==> src/rtl/pong_pkg.sv <==
// -----------------------------------------------------------------------------
// pong_pkg
//   Shared definitions for the Pong video path and game logic:
//   - default 640x480@60 VGA timing and the derived line/frame totals
//   - RRRGGGBB colour constants used by the renderer
//   - game_sm state encodings, so renderer/debug logic decode states the same way
//   - the per-frame geometry snapshot and stage-1 hit-flag structs
// -----------------------------------------------------------------------------
package pong_pkg;

  // Default VGA timing (pixels / lines)
  localparam int PIX_DIV_DEFAULT  = 2;
  localparam int H_ACTIVE_DEFAULT = 640;
  localparam int H_FP_DEFAULT     = 16;
  localparam int H_SYNC_DEFAULT   = 96;
  localparam int H_BP_DEFAULT     = 48;
  localparam int V_ACTIVE_DEFAULT = 480;
  localparam int V_FP_DEFAULT     = 10;
  localparam int V_SYNC_DEFAULT   = 2;
  localparam int V_BP_DEFAULT     = 33;

  localparam int H_TOTAL = H_ACTIVE_DEFAULT + H_FP_DEFAULT + H_SYNC_DEFAULT + H_BP_DEFAULT;
  localparam int V_TOTAL = V_ACTIVE_DEFAULT + V_FP_DEFAULT + V_SYNC_DEFAULT + V_BP_DEFAULT;

  // RRRGGGBB colours
  localparam logic [7:0] COL_BALL    = 8'hFF;
  localparam logic [7:0] COL_PADDLE  = 8'h1C;
  localparam logic [7:0] COL_WALL    = 8'hB6;
  localparam logic [7:0] COL_CENTRE  = 8'h92;
  localparam logic [7:0] COL_BG      = 8'h00;
  localparam logic [7:0] COL_BG_OVER = 8'h20;
  localparam logic [7:0] COL_BLANK   = 8'h00;

  // game_sm state encodings
  typedef enum logic [2:0] {
    GS_RESET     = 3'd0,
    GS_SERVE     = 3'd1,
    GS_PLAY      = 3'd2,
    GS_POINT     = 3'd3,
    GS_GAME_OVER = 3'd4
  } game_state_e;

  // Geometry captured once per frame; drawing only ever looks at this copy.
  typedef struct packed {
    logic [9:0] ball_x;
    logic [9:0] ball_y;
    logic [9:0] pad_left;
    logic [9:0] pad_right;
    logic [9:0] pad_w;
    logic [9:0] pad_h;
    logic [9:0] pad_off;
    logic [9:0] ball_size;
    logic [9:0] bord_top;
    logic [9:0] bord_bot;
    logic [9:0] bord_left;
    logic [9:0] bord_right;
    logic       game_over;
  } geom_t;

  // Stage-1 result: which objects cover the current pixel.
  typedef struct packed {
    logic active;
    logic ball;
    logic paddle;
    logic wall;
    logic centre;
    logic bg_over;
  } hit_t;

  // Zero-extend a 10-bit coordinate so sums of up to three terms cannot wrap.
  function automatic logic [11:0] widen(input logic [9:0] v);
    return {2'b00, v};
  endfunction

endpackage

==> src/rtl/pong_renderer_vga_timing.sv <==
// -----------------------------------------------------------------------------
// vga_timing
//   Pixel-rate divider, horizontal/vertical counters, raw (undelayed) sync and
//   the once-per-frame tick that starts vertical blanking.
//
//   clk, reset   : system clock, synchronous active-high reset
//   pix_en       : one-clk strobe per pixel; every counter advances on it
//   h_cnt, v_cnt : current pixel column / line
//   active       : counters are inside the visible area
//   hsync_raw    : active-low hsync aligned with the counters
//   vsync_raw    : active-low vsync aligned with the counters
//   frame_tick   : one-clk pulse when (h_cnt, v_cnt) = (0, V_ACTIVE) on pix_en
// -----------------------------------------------------------------------------
module vga_timing
  import pong_pkg::*;
#(
  parameter int PIX_DIV  = PIX_DIV_DEFAULT,
  parameter int H_ACTIVE = H_ACTIVE_DEFAULT,
  parameter int H_FP     = H_FP_DEFAULT,
  parameter int H_SYNC   = H_SYNC_DEFAULT,
  parameter int H_BP     = H_BP_DEFAULT,
  parameter int V_ACTIVE = V_ACTIVE_DEFAULT,
  parameter int V_FP     = V_FP_DEFAULT,
  parameter int V_SYNC   = V_SYNC_DEFAULT,
  parameter int V_BP     = V_BP_DEFAULT
) (
  input  logic       clk,
  input  logic       reset,
  output logic       pix_en,
  output logic [9:0] h_cnt,
  output logic [9:0] v_cnt,
  output logic       active,
  output logic       hsync_raw,
  output logic       vsync_raw,
  output logic       frame_tick
);

  localparam int LINE_LEN    = H_ACTIVE + H_FP + H_SYNC + H_BP;
  localparam int FRAME_LINES = V_ACTIVE + V_FP + V_SYNC + V_BP;

  localparam logic [1:0] PIX_LAST = 2'(PIX_DIV - 1);
  localparam logic [9:0] H_LAST   = 10'(LINE_LEN - 1);
  localparam logic [9:0] V_LAST   = 10'(FRAME_LINES - 1);
  localparam logic [9:0] H_VIS    = 10'(H_ACTIVE);
  localparam logic [9:0] V_VIS    = 10'(V_ACTIVE);
  localparam logic [9:0] HS_START = 10'(H_ACTIVE + H_FP);
  localparam logic [9:0] HS_END   = 10'(H_ACTIVE + H_FP + H_SYNC - 1);
  localparam logic [9:0] VS_START = 10'(V_ACTIVE + V_FP);
  localparam logic [9:0] VS_END   = 10'(V_ACTIVE + V_FP + V_SYNC - 1);

  logic [1:0] pix_div_cnt_q, pix_div_cnt_d;
  logic [9:0] h_cnt_q, h_cnt_d;
  logic [9:0] v_cnt_q, v_cnt_d;

  // NOTE: every variable gets a default at the top of always_comb so no path
  // leaves it unassigned, which would otherwise infer a latch.
  always_comb begin
    pix_en        = (pix_div_cnt_q == PIX_LAST);
    pix_div_cnt_d = pix_en ? 2'd0 : pix_div_cnt_q + 2'd1;
    h_cnt_d       = h_cnt_q;
    v_cnt_d       = v_cnt_q;
    if (pix_en) begin
      if (h_cnt_q == H_LAST) begin
        h_cnt_d = 10'd0;
        v_cnt_d = (v_cnt_q == V_LAST) ? 10'd0 : v_cnt_q + 10'd1;
      end else begin
        h_cnt_d = h_cnt_q + 10'd1;
      end
    end
  end

  // NOTE: state registers use non-blocking assignments so every flop samples
  // the pre-edge values, independent of statement order.
  always_ff @(posedge clk) begin
    if (reset) begin
      pix_div_cnt_q <= 2'd0;
      h_cnt_q       <= 10'd0;
      v_cnt_q       <= 10'd0;
    end else begin
      pix_div_cnt_q <= pix_div_cnt_d;
      h_cnt_q       <= h_cnt_d;
      v_cnt_q       <= v_cnt_d;
    end
  end

  assign h_cnt     = h_cnt_q;
  assign v_cnt     = v_cnt_q;
  assign active    = (h_cnt_q < H_VIS) && (v_cnt_q < V_VIS);
  assign hsync_raw = !((h_cnt_q >= HS_START) && (h_cnt_q <= HS_END));
  assign vsync_raw = !((v_cnt_q >= VS_START) && (v_cnt_q <= VS_END));
  // Qualified by pix_en so the pulse lasts one clk, not PIX_DIV clks.
  assign frame_tick = pix_en && (h_cnt_q == 10'd0) && (v_cnt_q == V_VIS);

endmodule

==> src/rtl/pong_renderer.sv <==
// -----------------------------------------------------------------------------
// pong_renderer
//   Draws the Pong play field on a VGA output. Geometry from game_sm is
//   snapshotted at frame_tick (start of vertical blanking) so a whole frame is
//   drawn from one game state. A two-stage pipeline (hit flags, then colour)
//   follows the counters; hsync/vsync are delayed to stay aligned with rgb.
//
//   clk, reset              : system clock, synchronous active-high reset
//   ball_pos_x/ball_pos_y   : ball top-left corner
//   player_left/right_pos   : paddle top edges
//   paddle_width/height/offset, ball_size : object sizes
//   border_top/bottom/left/right          : play-field bounds
//   game_over_signal        : selects the game-over background colour
//   hsync, vsync            : active-low sync, aligned with rgb
//   rgb                     : RRRGGGBB pixel, 0 outside the visible area
//   frame_tick              : one-clk pulse per frame, drives game_sm frame_clk
// -----------------------------------------------------------------------------
module pong_renderer
  import pong_pkg::*;
#(
  parameter int PIX_DIV  = PIX_DIV_DEFAULT,
  parameter int H_ACTIVE = H_ACTIVE_DEFAULT,
  parameter int H_FP     = H_FP_DEFAULT,
  parameter int H_SYNC   = H_SYNC_DEFAULT,
  parameter int H_BP     = H_BP_DEFAULT,
  parameter int V_ACTIVE = V_ACTIVE_DEFAULT,
  parameter int V_FP     = V_FP_DEFAULT,
  parameter int V_SYNC   = V_SYNC_DEFAULT,
  parameter int V_BP     = V_BP_DEFAULT
) (
  input  logic       clk,
  input  logic       reset,
  input  logic [9:0] ball_pos_x,
  input  logic [9:0] ball_pos_y,
  input  logic [9:0] player_left_pos,
  input  logic [9:0] player_right_pos,
  input  logic [9:0] paddle_width,
  input  logic [9:0] paddle_height,
  input  logic [9:0] paddle_offset,
  input  logic [9:0] ball_size,
  input  logic [9:0] border_top,
  input  logic [9:0] border_bottom,
  input  logic [9:0] border_left,
  input  logic [9:0] border_right,
  input  logic       game_over_signal,
  output logic       hsync,
  output logic       vsync,
  output logic [7:0] rgb,
  output logic       frame_tick
);

  logic       pix_en;
  logic [9:0] h_cnt;
  logic [9:0] v_cnt;
  logic       active;
  logic       hsync_raw;
  logic       vsync_raw;

  vga_timing #(
    .PIX_DIV  (PIX_DIV),
    .H_ACTIVE (H_ACTIVE),
    .H_FP     (H_FP),
    .H_SYNC   (H_SYNC),
    .H_BP     (H_BP),
    .V_ACTIVE (V_ACTIVE),
    .V_FP     (V_FP),
    .V_SYNC   (V_SYNC),
    .V_BP     (V_BP)
  ) u_timing (
    .clk        (clk),
    .reset      (reset),
    .pix_en     (pix_en),
    .h_cnt      (h_cnt),
    .v_cnt      (v_cnt),
    .active     (active),
    .hsync_raw  (hsync_raw),
    .vsync_raw  (vsync_raw),
    .frame_tick (frame_tick)
  );

  // ---------------------------------------------------------------------------
  // Geometry snapshot
  // ---------------------------------------------------------------------------
  geom_t geom_in;
  geom_t geom_q, geom_d;

  always_comb begin
    geom_in = '{
      ball_x:     ball_pos_x,
      ball_y:     ball_pos_y,
      pad_left:   player_left_pos,
      pad_right:  player_right_pos,
      pad_w:      paddle_width,
      pad_h:      paddle_height,
      pad_off:    paddle_offset,
      ball_size:  ball_size,
      bord_top:   border_top,
      bord_bot:   border_bottom,
      bord_left:  border_left,
      bord_right: border_right,
      game_over:  game_over_signal
    };
    geom_d = frame_tick ? geom_in : geom_q;
  end

  // ---------------------------------------------------------------------------
  // Stage 1: hit flags. Bounds are compared in 12 bits so a+b (+c) never wraps,
  // and "x <= hi-1" is written as "x < hi" so a zero size gives an empty range
  // instead of a huge one.
  // ---------------------------------------------------------------------------
  logic [11:0] x, y;
  logic [11:0] bx, by, bs, pl, pr, pw, ph, po, bt, bb, bl, br;
  logic [11:0] centre_x;
  hit_t        hit_now;
  hit_t        hit_q, hit_d;
  logic        hsync_s1_q, hsync_s1_d;
  logic        vsync_s1_q, vsync_s1_d;

  always_comb begin
    x  = widen(h_cnt);
    y  = widen(v_cnt);
    bx = widen(geom_q.ball_x);
    by = widen(geom_q.ball_y);
    bs = widen(geom_q.ball_size);
    pl = widen(geom_q.pad_left);
    pr = widen(geom_q.pad_right);
    pw = widen(geom_q.pad_w);
    ph = widen(geom_q.pad_h);
    po = widen(geom_q.pad_off);
    bt = widen(geom_q.bord_top);
    bb = widen(geom_q.bord_bot);
    bl = widen(geom_q.bord_left);
    br = widen(geom_q.bord_right);
    centre_x = (bl + br) >> 1;

    hit_now         = '0;
    hit_now.active  = active;
    hit_now.bg_over = geom_q.game_over;
    hit_now.ball    = (x >= bx) && (x < bx + bs) && (y >= by) && (y < by + bs);
    // Left paddle spans (bl+off, bl+off+w]; right paddle [br-off-w, br-off),
    // rearranged so nothing is subtracted.
    hit_now.paddle  = ((x > bl + po) && (x <= bl + po + pw) &&
                       (y >= pl) && (y < pl + ph)) ||
                      ((x + po + pw >= br) && (x + po < br) &&
                       (y >= pr) && (y < pr + ph));
    // Top wall sits on the line just above bt.
    hit_now.wall    = ((y + 12'd1 == bt) || (y == bb)) && (x >= bl) && (x < br);
    // Dashed: 8 lines on, 8 lines off.
    hit_now.centre  = (x + 12'd1 == centre_x) && (y >= bt) && (y < bb) && !y[3];

    hit_d      = pix_en ? hit_now   : hit_q;
    hsync_s1_d = pix_en ? hsync_raw : hsync_s1_q;
    vsync_s1_d = pix_en ? vsync_raw : vsync_s1_q;
  end

  // ---------------------------------------------------------------------------
  // Stage 2: colour priority, plus the matching second sync delay.
  // ---------------------------------------------------------------------------
  logic [7:0] rgb_q, rgb_d;
  logic       hsync_q, hsync_d;
  logic       vsync_q, vsync_d;

  always_comb begin
    rgb_d   = rgb_q;
    hsync_d = hsync_q;
    vsync_d = vsync_q;
    if (pix_en) begin
      hsync_d = hsync_s1_q;
      vsync_d = vsync_s1_q;
      if (!hit_q.active)      rgb_d = COL_BLANK;
      else if (hit_q.ball)    rgb_d = COL_BALL;
      else if (hit_q.paddle)  rgb_d = COL_PADDLE;
      else if (hit_q.wall)    rgb_d = COL_WALL;
      else if (hit_q.centre)  rgb_d = COL_CENTRE;
      else if (hit_q.bg_over) rgb_d = COL_BG_OVER;
      else                    rgb_d = COL_BG;
    end
  end

  // NOTE: the snapshot bank is a handful of flops, not a RAM, so it is reset
  // along with everything else; the first frame after reset draws from zeros.
  always_ff @(posedge clk) begin
    if (reset) begin
      geom_q     <= '0;
      hit_q      <= '0;
      hsync_s1_q <= 1'b1;
      vsync_s1_q <= 1'b1;
      rgb_q      <= COL_BLANK;
      hsync_q    <= 1'b1;
      vsync_q    <= 1'b1;
    end else begin
      geom_q     <= geom_d;
      hit_q      <= hit_d;
      hsync_s1_q <= hsync_s1_d;
      vsync_s1_q <= vsync_s1_d;
      rgb_q      <= rgb_d;
      hsync_q    <= hsync_d;
      vsync_q    <= vsync_d;
    end
  end

  assign rgb   = rgb_q;
  assign hsync = hsync_q;
  assign vsync = vsync_q;

endmodule

==> config.mk <==
export PLATFORM = sky130hd
export DESIGN_NAME = pong_renderer
export DESIGN_NICKNAME = d
export VERILOG_FILES = /design/src/rtl/pong_pkg.sv /design/src/rtl/pong_renderer_vga_timing.sv /design/src/rtl/pong_renderer.sv
export SDC_FILE = /design/constraint.sdc
export NUM_CORES = 1
export LEC_CHECK = 0
export BUFFER_PORTS_ARGS = -buffer_cell sky130_fd_sc_hd__buf_2
export CAP_MARGIN = 20
export CORE_MARGIN = 3
export CORE_UTILIZATION = 35
export CTS_BUF_LIST = sky130_fd_sc_hd__clkbuf_8 sky130_fd_sc_hd__clkbuf_16
export DETAILED_ROUTE_END_ITERATION = 8
export SYNTH_ARGS = -nofsm -noshare
export SYNTH_HDL_FRONTEND = slang
export SYNTH_HIERARCHICAL = 1
export SYNTH_SLANG_ARGS = --single-unit
==> constraint.sdc <==
create_clock -name clk -period 5.1 [get_ports clk]
set_clock_uncertainty 0.2 [all_clocks]
set_input_delay 0.255 -clock clk [delete_from_list [all_inputs] [get_ports clk]]
set_output_delay 0.255 -clock clk [all_outputs]
set_load 0.01 [all_outputs]
Yosys cells after proc, flatten, opt, wreduce, memory -nomap -nowiden
Cells that the tools add are included.

Flip-flop bits (word level): 161. Input port bits: 123. Word-level logic and storage cells: 105.

Equal/unequal tests: 7. Muxes and demuxes: 8. $lt $le $gt $ge: 22. Reduce and logical (&&, ||, !) cells: 27. Add/sub/neg operators: 14.

Operator list (number): 10-bit by 10-bit adder with 11-bit output (7); 10-bit greater-or-equal comparator (6); 10-bit by 11-bit < comparator with 1-bit output (4); 8-bit two-way mux (5); 10-bit by 1-bit adder with 11-bit output, second input constant (2); 11-bit by 10-bit == test with 1-bit output (2); 10-bit by 1-bit adder with 10-bit output, second input constant (2); 10-bit == test, second input constant (2); 10-bit < comparator (2); 10-bit two-way mux (2); 1-bit logical AND (19); 11-bit by 10-bit adder with 12-bit output (1); 12-bit by 10-bit adder with 12-bit output (1); 12-bit by 10-bit greater-or-equal comparator with 1-bit output (1); 10-bit by 12-bit greater-than comparator with 1-bit output (1); 10-bit by 12-bit <= comparator with 1-bit output (1); 11-bit by 10-bit < comparator with 1-bit output (1); 10-bit == test (1); 10-bit by 9-bit == test with 1-bit output, second input constant (1); 10-bit greater-or-equal comparator, second input constant (1); 10-bit by 9-bit greater-or-equal comparator with 1-bit output, second input constant (1); 10-bit <= comparator, second input constant (1); 10-bit by 9-bit <= comparator with 1-bit output, second input constant (1); 10-bit logical NOT (1); other kinds (9) (12).

Depth between registers and ports, before layout
Depth after elaboration: 7. Gate-level depth with buffers: 21. Mapped depth without buffers: 21.

Cells and area by module
The synthesis kept the hierarchy.

Modules (own cells, without submodules): pong_renderer (area an instance 12376.9 um^2, cells each 1437, instances 1); vga_timing (area an instance 1246.2 um^2, cells each 147, instances 1).

Worst setup path after synthesis
No wires, ideal clock.

Kind: register to register. From: register u_timing.h_cnt_q[1], in the netlist u_timing/h_cnt[1]. To: register hit_q[3] (netlist bit). Path buffers: 0. Setup time: 0.117 ns. Arrival: 3.906 ns. Path slack: 0.877 ns. Period minus slack after synthesis: 4.223 ns. Cell stages (with the launch flop): 18. Required time: 4.783 ns. Cell sequence: dfxtp_1 ha_1 a21o_1 a21oi_1 o21bai_1 a21oi_1 o21ai_1 xor2_1 ha_1 or4_1 and2_1 xor2_1 ha_1 nand2_1 nor2_1 a2111oi_0 o221ai_1 a32o_1.

Cells in the longest elaborated chain, start to end: 7.

RTL lines: start: declaration (RTL line pong_renderer_vga_timing.sv:52) `logic [9:0] h_cnt_q, h_cnt_d;`; start signal: assignment (RTL line pong_renderer_vga_timing.sv:81) `h_cnt_q <= h_cnt_d;`; 10-bit by 10-bit adder with 11-bit output (RTL line pong_renderer.sv:144) `((x + po + pw >= br) && (x + po < br) &&`; 12-bit by 10-bit adder with 12-bit output (RTL line pong_renderer.sv:144); 12-bit by 10-bit greater-or-equal comparator with 1-bit output (RTL line pong_renderer.sv:144); 1-bit logical AND (2 in series) (RTL line pong_renderer.sv:144); 1-bit logical AND (RTL line pong_renderer.sv:145) `(y >= pr) && (y < pr + ph));`; 1-bit logical OR (*) (RTL line pong_renderer.sv:143) `(y >= pl) && (y < pl + ph)) ||`; end signal: assignment (RTL line pong_renderer.sv:193) `hit_q <= hit_d;`; end: declaration (RTL line pong_renderer.sv:115) `hit_t hit_q, hit_d;`.

Mark *: on every way between the ends. The rest lies on a longest branch, timed or not. A chain may end at the register's enable or synchronous reset.

Final worst setup path
From: register geom_q[51] (netlist bit). To: register hit_q[3] (netlist bit).

Cells in the longest elaborated chain, start to end: 7.

RTL lines: start: declaration (RTL line pong_renderer.sv:85) `geom_t geom_q, geom_d;`; start signal: assignment (RTL line pong_renderer.sv:192) `geom_q <= geom_d;`; 10-bit by 10-bit adder with 11-bit output, on equally long branches (RTL line pong_renderer.sv:144, pong_renderer.sv:142); 12-bit by 10-bit adder with 12-bit output / 11-bit by 10-bit adder with 12-bit output (equally long branches) (RTL line pong_renderer.sv:144, pong_renderer.sv:142); 12-bit by 10-bit greater-or-equal comparator with 1-bit output / 10-bit by 12-bit <= comparator with 1-bit output (equally long branches) (RTL line pong_renderer.sv:144, pong_renderer.sv:142); 1-bit logical AND, on equally long branches (2 in series) (RTL line pong_renderer.sv:144, pong_renderer.sv:142); 1-bit logical AND, on equally long branches (RTL line pong_renderer.sv:145, pong_renderer.sv:143); 1-bit logical OR (*) (RTL line pong_renderer.sv:143).

Marked as above.

==> metrics.yaml <==
yosys:
  synth_cells: 1584
  synth_ff_type: "dfxtp_1"
  avgSynthCellArea_um2: 8.60
  synth_fp_nets: 1969
  yosysUniqueCellTypes: 84
  ys.warnings.count: 6
  async_flop_share_pct: 0
  ys_seq_area_share_pct: 23.4
  ys_seq_elements: 159
  synth_edf_count: 0
  syn_area_um2: 13600
worst_setup_path:
  worstPathCellList: "ha_1 -> fa_1 -> a21oi_1 -> nor2_1 -> o21ai_0 -> nand2b_1 -> a211oi_1 -> nor2_1 -> ha_1 -> a21o_1 -> a31oi_1 -> o21ai_0 -> xnor2_1 -> ha_1 -> nand2_1 -> nor2_1 -> a2111oi_0 -> o221ai_1 -> a32o_1"
  regToRegEndpoint: "hit_q[3]"
  crit_slowest_cell: "fa_1"
  cp-endpoint: "hit_q[3]"
  worstPathArrival_ns: 4.69
  worst-path-stages: 19
  critPathCaptureType: "flip-flop"
  ff2ff_setup_slack_ns: 0.56
  startpoint: "geom_q[51]"
  reg2reg_depth: 19
  setup.worst_path.start_class: "flip-flop"
  crit_required_ns: 5.25
  cp.buffers_inverters: 0
  worstSetupPathType: "reg -> reg"
  cpPeakStageDelay_ns: 0.41
  crit_fanout: 3
  crit_family: "compound AO/OA/AOI/OAI gates"
  r2r_start: "geom_q[51]"
route:
  firstDrtPassIters: 5
  routedWlPerCell_um: 16.7
  via_count: 12100
  routed_wl_mm: 39.4
  via_per_inst: 5.12
  drt_iter0_markers: 609
  drc: 0
  antenna_left: 0
sta:
  tns_ns: 0
  min_period_over_period_pct: 89.0
  finalSetupViolCount: 0
  rsz0062_at_grt: "false"
  finalMaxSlewViolations: 0
  hold_ws_ns: 0.223
  worst_pin_slew_ns: 1.02
  hold_violations: 0
  fin_crit_ns: 4.54
  fmax_ghz: 0.220
  slew_headroom_pct: 32.3
finish:
  antenna_cells: 0
  n_fill_cell: 3770
  syn_to_final_growth_pct: 22.7
  final_common_cell: "ha_1"
  layout-drive-gt1-share_pct: 11.6
  instances_no_fill: 2361
  nNetsFinal: 2222
  layout_common_cells: "ha_1, nor2_1, dfxtp_1"
  multiInputGateArea_um2: 9760
  seq_area_um2: 3180
power_and_ir_drop:
  leakagePower_nw: 7.05
  switching_power_uw: 750
  comb_power_share_pct: 9.2
  switching_share_pct: 26.2
  intPower_mw: 2.11
  pwr-share-seq_pct: 43.9
  power.density_nw_per_um2: 171
  max-vdd-ir-drop_uv: 208
  p_clk_share_pct: 46.9
grt:
  grt_max_degree: 94
  grt_use_total_pct: 19.2
  grt_overflow: 0
  antenna_found_initial: 0
  grt_first_pass_wirelength_mm: 63.2
  first_global_vias: 11900
die:
  initial_core_util_pct: 35.8
  core-area_um2: 38000
  dieArea_um2: 41300
  ios: 134
  die_y_um: 203
  placementRows: 71
  die_w_um: 203
place:
  dp.cells: 2208
  port_buffers: 133
  gp_congestion: 0.866
  dp_hpwl_mm: 29.5
clock_tree:
  clk_path_buf_depth: 2
  path_clk_slew_ns: 0.07
  postCtsSetupBuffers: 0
  cts_resized: 0
  cts_tree: "done"
  root_buffer: "clkbuf_16"
  clock_latency_ns: 0.46
  cts.sinks: 159
  numCtsBuffers: 17
  htreeDepth: 4
status:
  run_status: "finished clean"
job:
  cap_viol_max_count: 0
min_path:
  hold_path.class: "in -> reg"
  hp-start: "reset"
[how the worst min path moves through the flow]
| stage | slack, ns | cells past startpoint | to |
|---|---|---|---|
| final | 0.22 | 2 | geom_q[70] |
| after global routing | 0.27 | 1 | u_timing/pix_div_cnt_q[0] |
| after CTS | 0.23 | 2 | geom_q[70] |
| after detailed placement | 0.23 | 1 | u_timing/pix_div_cnt_q[0] |
| after global placement | 0.22 | 1 | u_timing/pix_div_cnt_q[0] |
| after floorplan | 0.13 | 1 | u_timing/h_cnt[7] |
[area by class of cell]
| type | count | area share, % |
|---|---|---|
| tap | 511 | 3.83 |
| timing repair buffer | 279 | 12.4 |
| inverter | 122 | 2.74 |
| clock inverter | 13 | 0.846 |
| sequential | 159 | 19.0 |
| multi-input combinational | 1258 | 58.4 |
| clock buffer | 19 | 2.71 |
[registers in the layout, summed over array words and instances, names as in the netlist, 6 cells and up]
register	flops
rgb	6
bl	10
by	10
bb	10
bt	10
bx	10
br	10
u_timing/h_cnt	10
hit_q	6
bs	10
u_timing/v_cnt	10
geom_q	51
[per-layer routing]
layer | GRT usage [%] | up-vias | share of wire [%]
li1 | - | 6206 | -
met1 | 25.1 | 5615 | 47
met5 | 0 | - | 0
met4 | 5.29 | 0 | 1.9
met3 | 3.16 | 45 | 4.2
met2 | 32.9 | 228 | 47
[cells in the mapped netlist (16+ instances only)]
| cell type | n | area [um2] |
|---|---|---|
| ha_1 | 253 | 3170 |
| nor2_1 | 192 | 721 |
| dfxtp_1 | 159 | 3180 |
| mux2i_1 | 127 | 1270 |
| inv_1 | 121 | 454 |
| a21oi_1 | 106 | 531 |
| xnor2_1 | 62 | 543 |
| nand2_1 | 57 | 214 |
| o21ai_0 | 55 | 275 |
| nand3_1 | 40 | 200 |
| xor2_1 | 32 | 280 |
| a21o_1 | 30 | 225 |
| nand2b_1 | 29 | 181 |
| nor3_1 | 29 | 145 |
| clkbuf_1 | 24 | 90.1 |
| nor2b_1 | 18 | 113 |
| nand4_1 | 16 | 100 |
[power groups by stage]
stage / Combinational (mW) / Clock [mW] / Sequential, mW
finish: 0.265 / 1.34 / 1.26
global route: 0.290 / 1.42 / 1.26
CTS: 0.263 / 1.38 / 1.26
detailed placement: 0.191 / 0 / 1.29
global placement: 0.189 / 0 / 1.28
floorplan: 0.0921 / 0 / 1.29
[logic make-up after synthesis]
group	count (synthesis)	synth area share (%)
flops	159	23.4
fa+ha+maj	262	24.6
mux	129	9.52
buf+inv	167	5.03
simple gates	451	16.3
xor+xnor	94	6.04
compound gates	322	15.2
[stage by stage]
step                power [mW]  setup slack (ns)  util (%)  instance area (um2)
finish                    2.86             0.559      44.0                16700
global placement          1.47             0.642      39.2                14900
global route              2.97            0.0427      44.0                16700
floorplan                 1.38             0.877         -                13600
CTS                       2.90             0.543      44.0                16700
detailed placement        1.48             0.579      39.2                14900
[timing repair]
action | CTS | global route
endpoints found under the setup margin | 0 | 0
endpoints found under the hold margin | 121 | 0
hold buffers | 121 | 0
Power figures use the tool's default switching activity.
